--- src/rtl/timer_seq_pkg.sv ---
// Shared types and default sizes for the long_timer echo-train sequencer.
package timer_seq_pkg;

    localparam int PARA_W_DEF = 16;
    localparam int CNT_W_DEF  = 8;
    localparam int WDOG_W_DEF = 24;
    localparam logic [WDOG_W_DEF-1:0] WDOG_LIMIT_DEF = 24'hFFFFFF;

    typedef enum logic [2:0] {
        IDLE,
        LOAD_W,
        RUN_W,
        LOAD_A,
        RUN_A,
        DONE,
        ERR
    } state_t;

endpackage

--- src/rtl/seg_watchdog.sv ---
// Rising-edge detector for long_timer's timeup level plus a per-segment
// saturating watchdog that runs only while a segment is being timed.
module seg_watchdog
    import timer_seq_pkg::*;
#(
    parameter int                WDOG_W     = WDOG_W_DEF,
    parameter logic [WDOG_W-1:0] WDOG_LIMIT = {WDOG_W{1'b1}}
) (
    input  logic clk_sys,
    input  logic rst,
    input  logic clr,
    input  logic run,
    input  logic timeup,
    output logic tu_edge,
    output logic expired
);

    logic              timeup_d;
    logic [WDOG_W-1:0] wdog_cnt;

    always_ff @(posedge clk_sys or posedge rst) begin
        if (rst) begin
            timeup_d <= 1'b0;
            wdog_cnt <= '0;
        end else begin
            timeup_d <= timeup;
            if (clr)
                wdog_cnt <= '0;
            else if (run && (wdog_cnt != {WDOG_W{1'b1}}))
                wdog_cnt <= wdog_cnt + 1'b1;
        end
    end

    assign tu_edge = timeup & ~timeup_d;
    // Trips on the RUN cycle whose increment would reach the limit, so the
    // sequencer leaves RUN after exactly WDOG_LIMIT cycles there.
    assign expired = run && (wdog_cnt >= (WDOG_LIMIT - 1'b1));

endmodule

--- src/rtl/timer_seq.sv ---
// Drives long_timer through repeat_num WAIT/ACQ interval pairs, one start
// pulse per non-zero interval, advancing on each rising edge of timeup.
module timer_seq
    import timer_seq_pkg::*;
#(
    parameter int                PARA_W     = PARA_W_DEF,
    parameter int                CNT_W      = CNT_W_DEF,
    parameter int                WDOG_W     = WDOG_W_DEF,
    parameter logic [WDOG_W-1:0] WDOG_LIMIT = WDOG_LIMIT_DEF
) (
    input  logic              clk_sys,
    input  logic              rst,
    input  logic              go,
    input  logic              abort,
    input  logic [PARA_W-1:0] wait_para,
    input  logic [PARA_W-1:0] acq_para,
    input  logic [CNT_W-1:0]  repeat_num,
    input  logic              timeup,
    output logic              timer_start,
    output logic [PARA_W-1:0] timer_para,
    output logic              phase_acq,
    output logic              seg_done,
    output logic              seq_done,
    output logic              busy,
    output logic              error,
    output logic [CNT_W-1:0]  cycle_cnt
);

    state_t            state;
    logic [PARA_W-1:0] wait_lat;
    logic [PARA_W-1:0] acq_lat;
    logic [CNT_W-1:0]  rep_lat;
    logic [CNT_W-1:0]  cnt_inc;
    logic              tu_edge;
    logic              expired;
    logic              wd_clr;
    logic              wd_run;
    logic              w_end;
    logic              a_end;

    assign wd_clr  = (state == LOAD_W) || (state == LOAD_A);
    assign wd_run  = (state == RUN_W)  || (state == RUN_A);
    assign cnt_inc = cycle_cnt + 1'b1;

    // A zero-length segment ends in its LOAD cycle as though timeup had fired.
    assign w_end = ((state == LOAD_W) && (wait_lat == '0)) || ((state == RUN_W) && tu_edge);
    assign a_end = ((state == LOAD_A) && (acq_lat == '0))  || ((state == RUN_A) && tu_edge);

    seg_watchdog #(
        .WDOG_W     (WDOG_W),
        .WDOG_LIMIT (WDOG_LIMIT)
    ) u_wdog (
        .clk_sys (clk_sys),
        .rst     (rst),
        .clr     (wd_clr),
        .run     (wd_run),
        .timeup  (timeup),
        .tu_edge (tu_edge),
        .expired (expired)
    );

    always_ff @(posedge clk_sys or posedge rst) begin
        if (rst) begin
            state       <= IDLE;
            wait_lat    <= '0;
            acq_lat     <= '0;
            rep_lat     <= '0;
            timer_start <= 1'b0;
            timer_para  <= '0;
            phase_acq   <= 1'b0;
            seg_done    <= 1'b0;
            seq_done    <= 1'b0;
            busy        <= 1'b0;
            error       <= 1'b0;
            cycle_cnt   <= '0;
        end else begin
            timer_start <= 1'b0;
            seg_done    <= 1'b0;
            seq_done    <= 1'b0;
            if (abort) begin
                state     <= IDLE;
                busy      <= 1'b0;
                phase_acq <= 1'b0;
                error     <= 1'b0;
            end else if (state == IDLE) begin
                if (go) begin
                    wait_lat  <= wait_para;
                    acq_lat   <= acq_para;
                    rep_lat   <= repeat_num;
                    cycle_cnt <= '0;
                    busy      <= 1'b1;
                    if (repeat_num != '0) begin
                        state       <= LOAD_W;
                        timer_para  <= wait_para;
                        timer_start <= (wait_para != '0);
                    end else begin
                        state <= DONE;
                    end
                end
            end else if (w_end) begin
                seg_done    <= 1'b1;
                state       <= LOAD_A;
                phase_acq   <= 1'b1;
                timer_para  <= acq_lat;
                timer_start <= (acq_lat != '0);
            end else if (a_end) begin
                seg_done  <= 1'b1;
                cycle_cnt <= cnt_inc;
                phase_acq <= 1'b0;
                if (cnt_inc == rep_lat) begin
                    state <= DONE;
                end else begin
                    state       <= LOAD_W;
                    timer_para  <= wait_lat;
                    timer_start <= (wait_lat != '0);
                end
            end else if (expired) begin
                state     <= ERR;
                busy      <= 1'b0;
                phase_acq <= 1'b0;
                error     <= 1'b1;
            end else begin
                case (state)
                    LOAD_W:  state <= RUN_W;
                    LOAD_A:  state <= RUN_A;
                    DONE: begin
                        seq_done <= 1'b1;
                        busy     <= 1'b0;
                        state    <= IDLE;
                    end
                    default: ;  // RUN_x waiting, or ERR holding until abort
                endcase
            end
        end
    end

endmodule

--- config.mk ---
export PLATFORM = sky130hd
export DESIGN_NAME = timer_seq
export DESIGN_NICKNAME = d
export VERILOG_FILES = /design/src/rtl/timer_seq_pkg.sv /design/src/rtl/seg_watchdog.sv /design/src/rtl/timer_seq.sv
export SDC_FILE = /design/constraint.sdc
export NUM_CORES = 1
export LEC_CHECK = 0
export ABC_AREA = 0
export BUFFER_PORTS_ARGS = -buffer_cell sky130_fd_sc_hd__buf_2
export CAP_MARGIN = 15
export CORE_MARGIN = 3
export CORE_UTILIZATION = 40
export DETAILED_ROUTE_END_ITERATION = 10
export PLACE_DENSITY_LB_ADDON = 0.25
export REMOVE_ABC_BUFFERS = 1
export SLEW_MARGIN = 15
export SYNTH_ARGS = -nofsm -noshare
export SYNTH_HDL_FRONTEND = slang
export SYNTH_SLANG_ARGS = --single-unit
--- constraint.sdc ---
create_clock -name clk_sys -period 4.6 [get_ports clk_sys]
set_input_delay 0.46 -clock clk_sys [delete_from_list [all_inputs] [get_ports clk_sys]]
set_output_delay 0.46 -clock clk_sys [all_outputs]
set_load 0.02 [all_outputs]
Word level (Yosys, flattened, before mapping)
Index checks and enable logic that the tools add are counted.

cells by class
  add/sub/neg operators = 2
  magnitude comparators = 1
  equality and inequality tests = 17
  mux-type cells = 55
  bitwise gates (word level) = 3
  reduce and logical (&&, ||, !) cells = 31

operators with widths
  operator                 count
  $mux W16                 6
  $mux W24                 2
  $reduce_bool A16 Y1      3
  $mux W1                  34
  $logic_not A16 Y1        2
  $mux W8                  4
  $add A24 B1 Y24 const B  1
  $ge A24 B24 Y1 const B   1
  $mux W3                  8
  $ne A24 B24 Y1 const B   1
  $reduce_bool A8 Y1       2
  $reduce_and A4 Y1        3
  $pmux W3 S3              1
  $add A8 B1 Y8 const B    1
  $eq A8 B8 Y1             1
  $ne A2 B2 Y1 const B     4
  $reduce_bool A4 Y1       2
  $eq A3 B2 Y1 const B     2
  $eq A3 B3 Y1 const B     2
  $logic_and A1 B1 Y1      6
  $ne A3 B2 Y1 const B     2
  $ne A3 B3 Y1 const B     2
  $reduce_bool A2 Y1       3
  $reduce_and A5 Y1        1
  9 further kinds          15

storage, ports and cells
  register bits after elaboration = 98
  bits of input ports = 45
  output and inout bits = 30
  word-level logic and storage cells = 123

Longest topological paths before layout
  depth in word-level cells = 8
  gate-level depth with buffers = 10
  depth with buffers taken out = 8

Modules after synthesis
Synthesis repeated with hierarchy kept, for this count alone.

unflattened totals
  cells, all modules = 584
  area, all modules = 5700.5 um^2

modules (own cells, without submodules)
  module        instances  cells each  area an instance (um^2)
  timer_seq     1          431         4285.4
  seg_watchdog  1          153         1415.1

Worst setup path before layout
No wires, ideal clock.

  path kind = flip-flop to flip-flop
  start = register cycle_cnt[0]
  end = register timer_para[0]
  setup time = 0.125 ns
  arrival = 2.518 ns
  data required time = 4.475 ns
  slack = 1.957 ns
  cell stages (with the launch flop) = 10
  buffers on the path = 1
  clock period less this slack = 2.643 ns
  cell sequence = dfrtp_1 > ha_1 > nand3_2 > nor2_1 > xor2_1 > mux2_2 > o31ai_4 > a211oi_4 > buf_8 > mux2_4

on the way
  word-level cells in the longest chain between the ends = 4

RTL lines
  element                             line              RTL
  start, declared                     timer_seq.sv:26   output logic [CNT_W-1:0] cycle_cnt
  start signal, assigned              timer_seq.sv:108  cycle_cnt <= cnt_inc;
  $add A8 B1 Y8                       timer_seq.sv:43   assign cnt_inc = cycle_cnt + 1'b1;
  $eq A8 B8 Y1                        timer_seq.sv:110  if (cnt_inc == rep_lat) begin
  $ne A3 B3 Y1 (no source line)       -
  $reduce_and A5 Y1 (no source line)  -
  end signal, assigned                timer_seq.sv:94   timer_para <= wait_para;
  end signal, assigned                timer_seq.sv:104  timer_para <= acq_lat;
  end signal, assigned                timer_seq.sv:114  timer_para <= wait_lat;
  end, declared                       timer_seq.sv:20   output logic [PARA_W-1:0] timer_para,

Every way passes these cells.
A chain may end at the register's enable or synchronous reset.

Worst setup path after layout
  start = register cycle_cnt[0]
  end = register timer_para[10]

Same word-level chain as after synthesis.

==> qor.txt <==
Vias post-DR -> 3686
Mapped cell area -> 5050 um^2
Status -> completed
Worst hold endpoint -> u_wdog.timeup_d
Metal3 WL -> 433 um
Synth cell types -> 49
Final wirelength -> 11500 um
Slew @ Worst Pin -> 1.10 ns
CORE AREA -> 12200 um^2
Postcts setup bufs -> 0
HPWL after DPL -> 8240 um
WL/cell -> 16.3 um
Sw Pwr -> 1.16 mW
Pre-Repair DR Iteration Count -> 4
Met1 WL -> 5470 um
Die Height -> 118 um
Combinational power share -> 0.356
Mean cell area of the mapped netlist -> 10.9 um^2
Clk_skew -> 0.0121 ns
H-tree Lvls -> 3
Crit path launch type -> flip-flop
R2R Path End -> timer_para[10]
Die area -> 14000 um^2
Final period utilization -> 0.668
Worst-path maximum fanout -> 16
Skew-Pair Late Insertion Delay -> 0.35 ns
Final ANT Viol Nets -> 0
Fin crit period -> 3.07 ns
Yosys reg bits -> 98
Lkg Pwr -> 2.56 nW
Setup Crit Path Kind -> reg2reg
Fin Setup TNS -> 0 ns
Core Util, Final -> 0.481
Yosys top cell area share -> 0.486
Setup WS pre-CTS -> 1.47 ns
Max VDD drop -> 0.254 mV
Clk sinks -> 98
Syn-to-layout area delta -> 16.0%
Power Internal -> 2.06 mW
Fmax -> 0.325 GHz
Power Dens Cells -> 551 nW/um^2
# nets final -> 582
Worst EP required -> 4.84 ns
Final setup margin -> 1.53 ns
FF-to-FF setup slack -> 1.53 ns
Inserted Diodes -> 0
Pin count of the biggest net entering global routing -> 68
Reg2reg start -> cycle_cnt[0]
Post-synth EDFFs -> 0
Post-cts gate resize count -> 0
Die Wd -> 118 um
Root buffer cell -> clkbuf_16
Clock network fraction of total power -> 0.216
Share of cells above drive strength 1 -> 0.307
Hold Buf Count CTS -> 0
GP Congestion -> 0.790
Area leader, netlist -> dfrtp_1
CTS tree -> done
Initial DRC Count -> 202
Cell count after synthesis -> 465
All-layer global routing usage -> 0.170
DR vias/cell -> 5.22
Final Power -> 3.23 mW
Hold Crit Class -> in2reg
Antenna violations before repair -> 0
Hold_sp -> timeup
Synth warn -> 0
Post-synthesis sequential area ratio -> 0.486
Clock buffer depth -> 2
Placed Instances -> 691
Clock slew at reported path FFs -> 0.07 ns
Total gr overflow -> 0
First-pass GRT wire length -> 19100 um
DRC viols -> 0
Highest Signal Layer -> met4
Hold Path Depth -> 1
Starting Density -> 0.415
Top cells by area, synth -> dfrtp_1, mux2_2, xor2_1, o21ai_0, mux2i_1
Switching Share -> 0.360
Vias in the first global route -> 3735
Number of fill cells -> 1162
Slew margin rel. -> 0.265
Fin. max-slew vios -> 0
Arrival @ worst endpoint -> 3.31 ns
Inserted Clock Buffers -> 9
Final setup vio count -> 0
RSZ-0062 raised after global routing -> false
Top_reg_cell synth -> dfrtp_1
Maxcap violations -> 0
Met2 wire len -> 5450 um
FF-to-FF path depth -> 8
Ys async rst share -> 1.00
IO Pins -> 75
Power share of the sequential group -> 0.428
Final non-filler cell total -> 706
Site Rows -> 40
Worst Setup End Kind -> flip-flop
Final hold violation count -> 0
Port bufs -> 74
## cell families after synthesis
| kind of cell | Yosys count | synth area share |
|---|---|---|
| simple gates | 165 | 0.169 |
| mux | 73 | 0.166 |
| xor+xnor | 30 | 0.0521 |
| fa+ha+maj | 4 | 0.00942 |
| buf+inv | 29 | 0.0280 |
| compound gates | 66 | 0.0893 |
| flops | 98 | 0.486 |
## registers in the layout (all words and copies together) (netlist names), 3 cells and up
name	count
rep_lat	8
u_wdog.wdog_cnt	24
state	3
acq_lat	16
cycle_cnt	8
wait_lat	16
timer_para	16
## metal layers
| metal | vias up | track usage |
|---|---|---|
| met5 | - | 0 |
| met4 | 0 | 0.0491 |
| met3 | 11 | 0.0411 |
| met2 | 62 | 0.273 |
| met1 | 1807 | 0.229 |
| li1 | 1806 | - |
## worst max-delay path, stage by stage, from the launching register on
cell,delay (ns)
dfrtp_1,0.46
ha_1,0.29
nand3_2,0.16
nor2_1,0.20
xor2_1,0.19
mux2_2,0.20
o31ai_4,0.09
a211oi_4,0.93
mux2_2,0.43
## area by class of cell
class	count	area, um^2	share of cell area
multi-input cells	338	2480	0.423
inverters	6	25.0	0.00427
well taps	168	210	0.0359
flip-flops and latches	98	2450	0.419
clock buffers	10	229	0.0391
repair buffers	81	423	0.0722
clock inverters	5	40.0	0.00684
## synthesized netlist by cell type, types with 5 or more instances
master    number
a21oi_1        6
inv_1          6
xnor2_1        9
o31ai_1        5
dfrtp_1       98
nand2b_1       6
mux2_2        47
nand4_1       12
buf_2         11
clkbuf_1      10
nand2_1       38
xor2_1        21
and3_1        12
nor4_1        14
nand3_1        9
nor2_1        42
or3_1          5
o21ai_0       34
mux2i_1       16
mux2_4        10
## layout by cell type, fill, tap and decap left out, types with 2 or more instances in the layout
cell	Yosys	layout
a211oi_1	3	3
a211oi_2	3	3
a21oi_1	6	6
a31oi_1	4	4
and2_1	4	4
and3_1	12	12
and4_1	4	4
buf_2	11	74
buf_4	0	7
clkbuf_16	0	9
clkinvlp_4	0	3
dfrtp_1	98	98
ha_1	3	3
inv_1	6	5
mux2_2	47	47
mux2_4	10	10
mux2i_1	16	16
nand2_1	38	38
nand2b_1	6	6
nand3_1	9	9
nand3_2	2	2
nand3b_1	2	2
nand4_1	12	12
nor2_1	42	42
nor2b_1	2	2
nor3_1	4	3
nor3b_1	4	3
nor4_1	14	14
o21ai_0	34	34
o31ai_1	5	4
o31ai_4	1	2
o41ai_1	2	2
or3_1	5	5
xnor2_1	9	9
xor2_1	21	21
## stage by stage
step           hold slack (ns)  cell area, um^2
6_report                 0.248             5860
5_1_grt                  0.238             5860
4_1_cts                  0.232             5860
3_5_place_dp             0.489             5590
3_3_place_gp             0.485             5590
2_1_floorplan            0.491             4930
## how the worst max path moves through the flow
stage,from,to,slack [ns],cells past startpoint
after floorplan,state[2],cycle_cnt[5],-0.34,5
after global placement,acq_lat[3],timer_para[11],1.56,7
after detailed placement,cycle_cnt[0],timer_para[10],1.47,8
after CTS,cycle_cnt[0],timer_para[10],1.44,8
after global routing,cycle_cnt[0],timer_para[10],1.28,8
final,cycle_cnt[0],timer_para[10],1.53,8
## power groups by stage
stage               logic [mW]  registers (mW)  clock network (mW)
floorplan                0.769            1.42                   0
global placement          1.13            1.38                   0
detailed placement        1.16            1.39                   0
CTS                       1.16            1.38               0.721
global route              1.27            1.43               0.758
finish                    1.15            1.38               0.698
No activity file was read; power rests on OpenSTA's default activity.
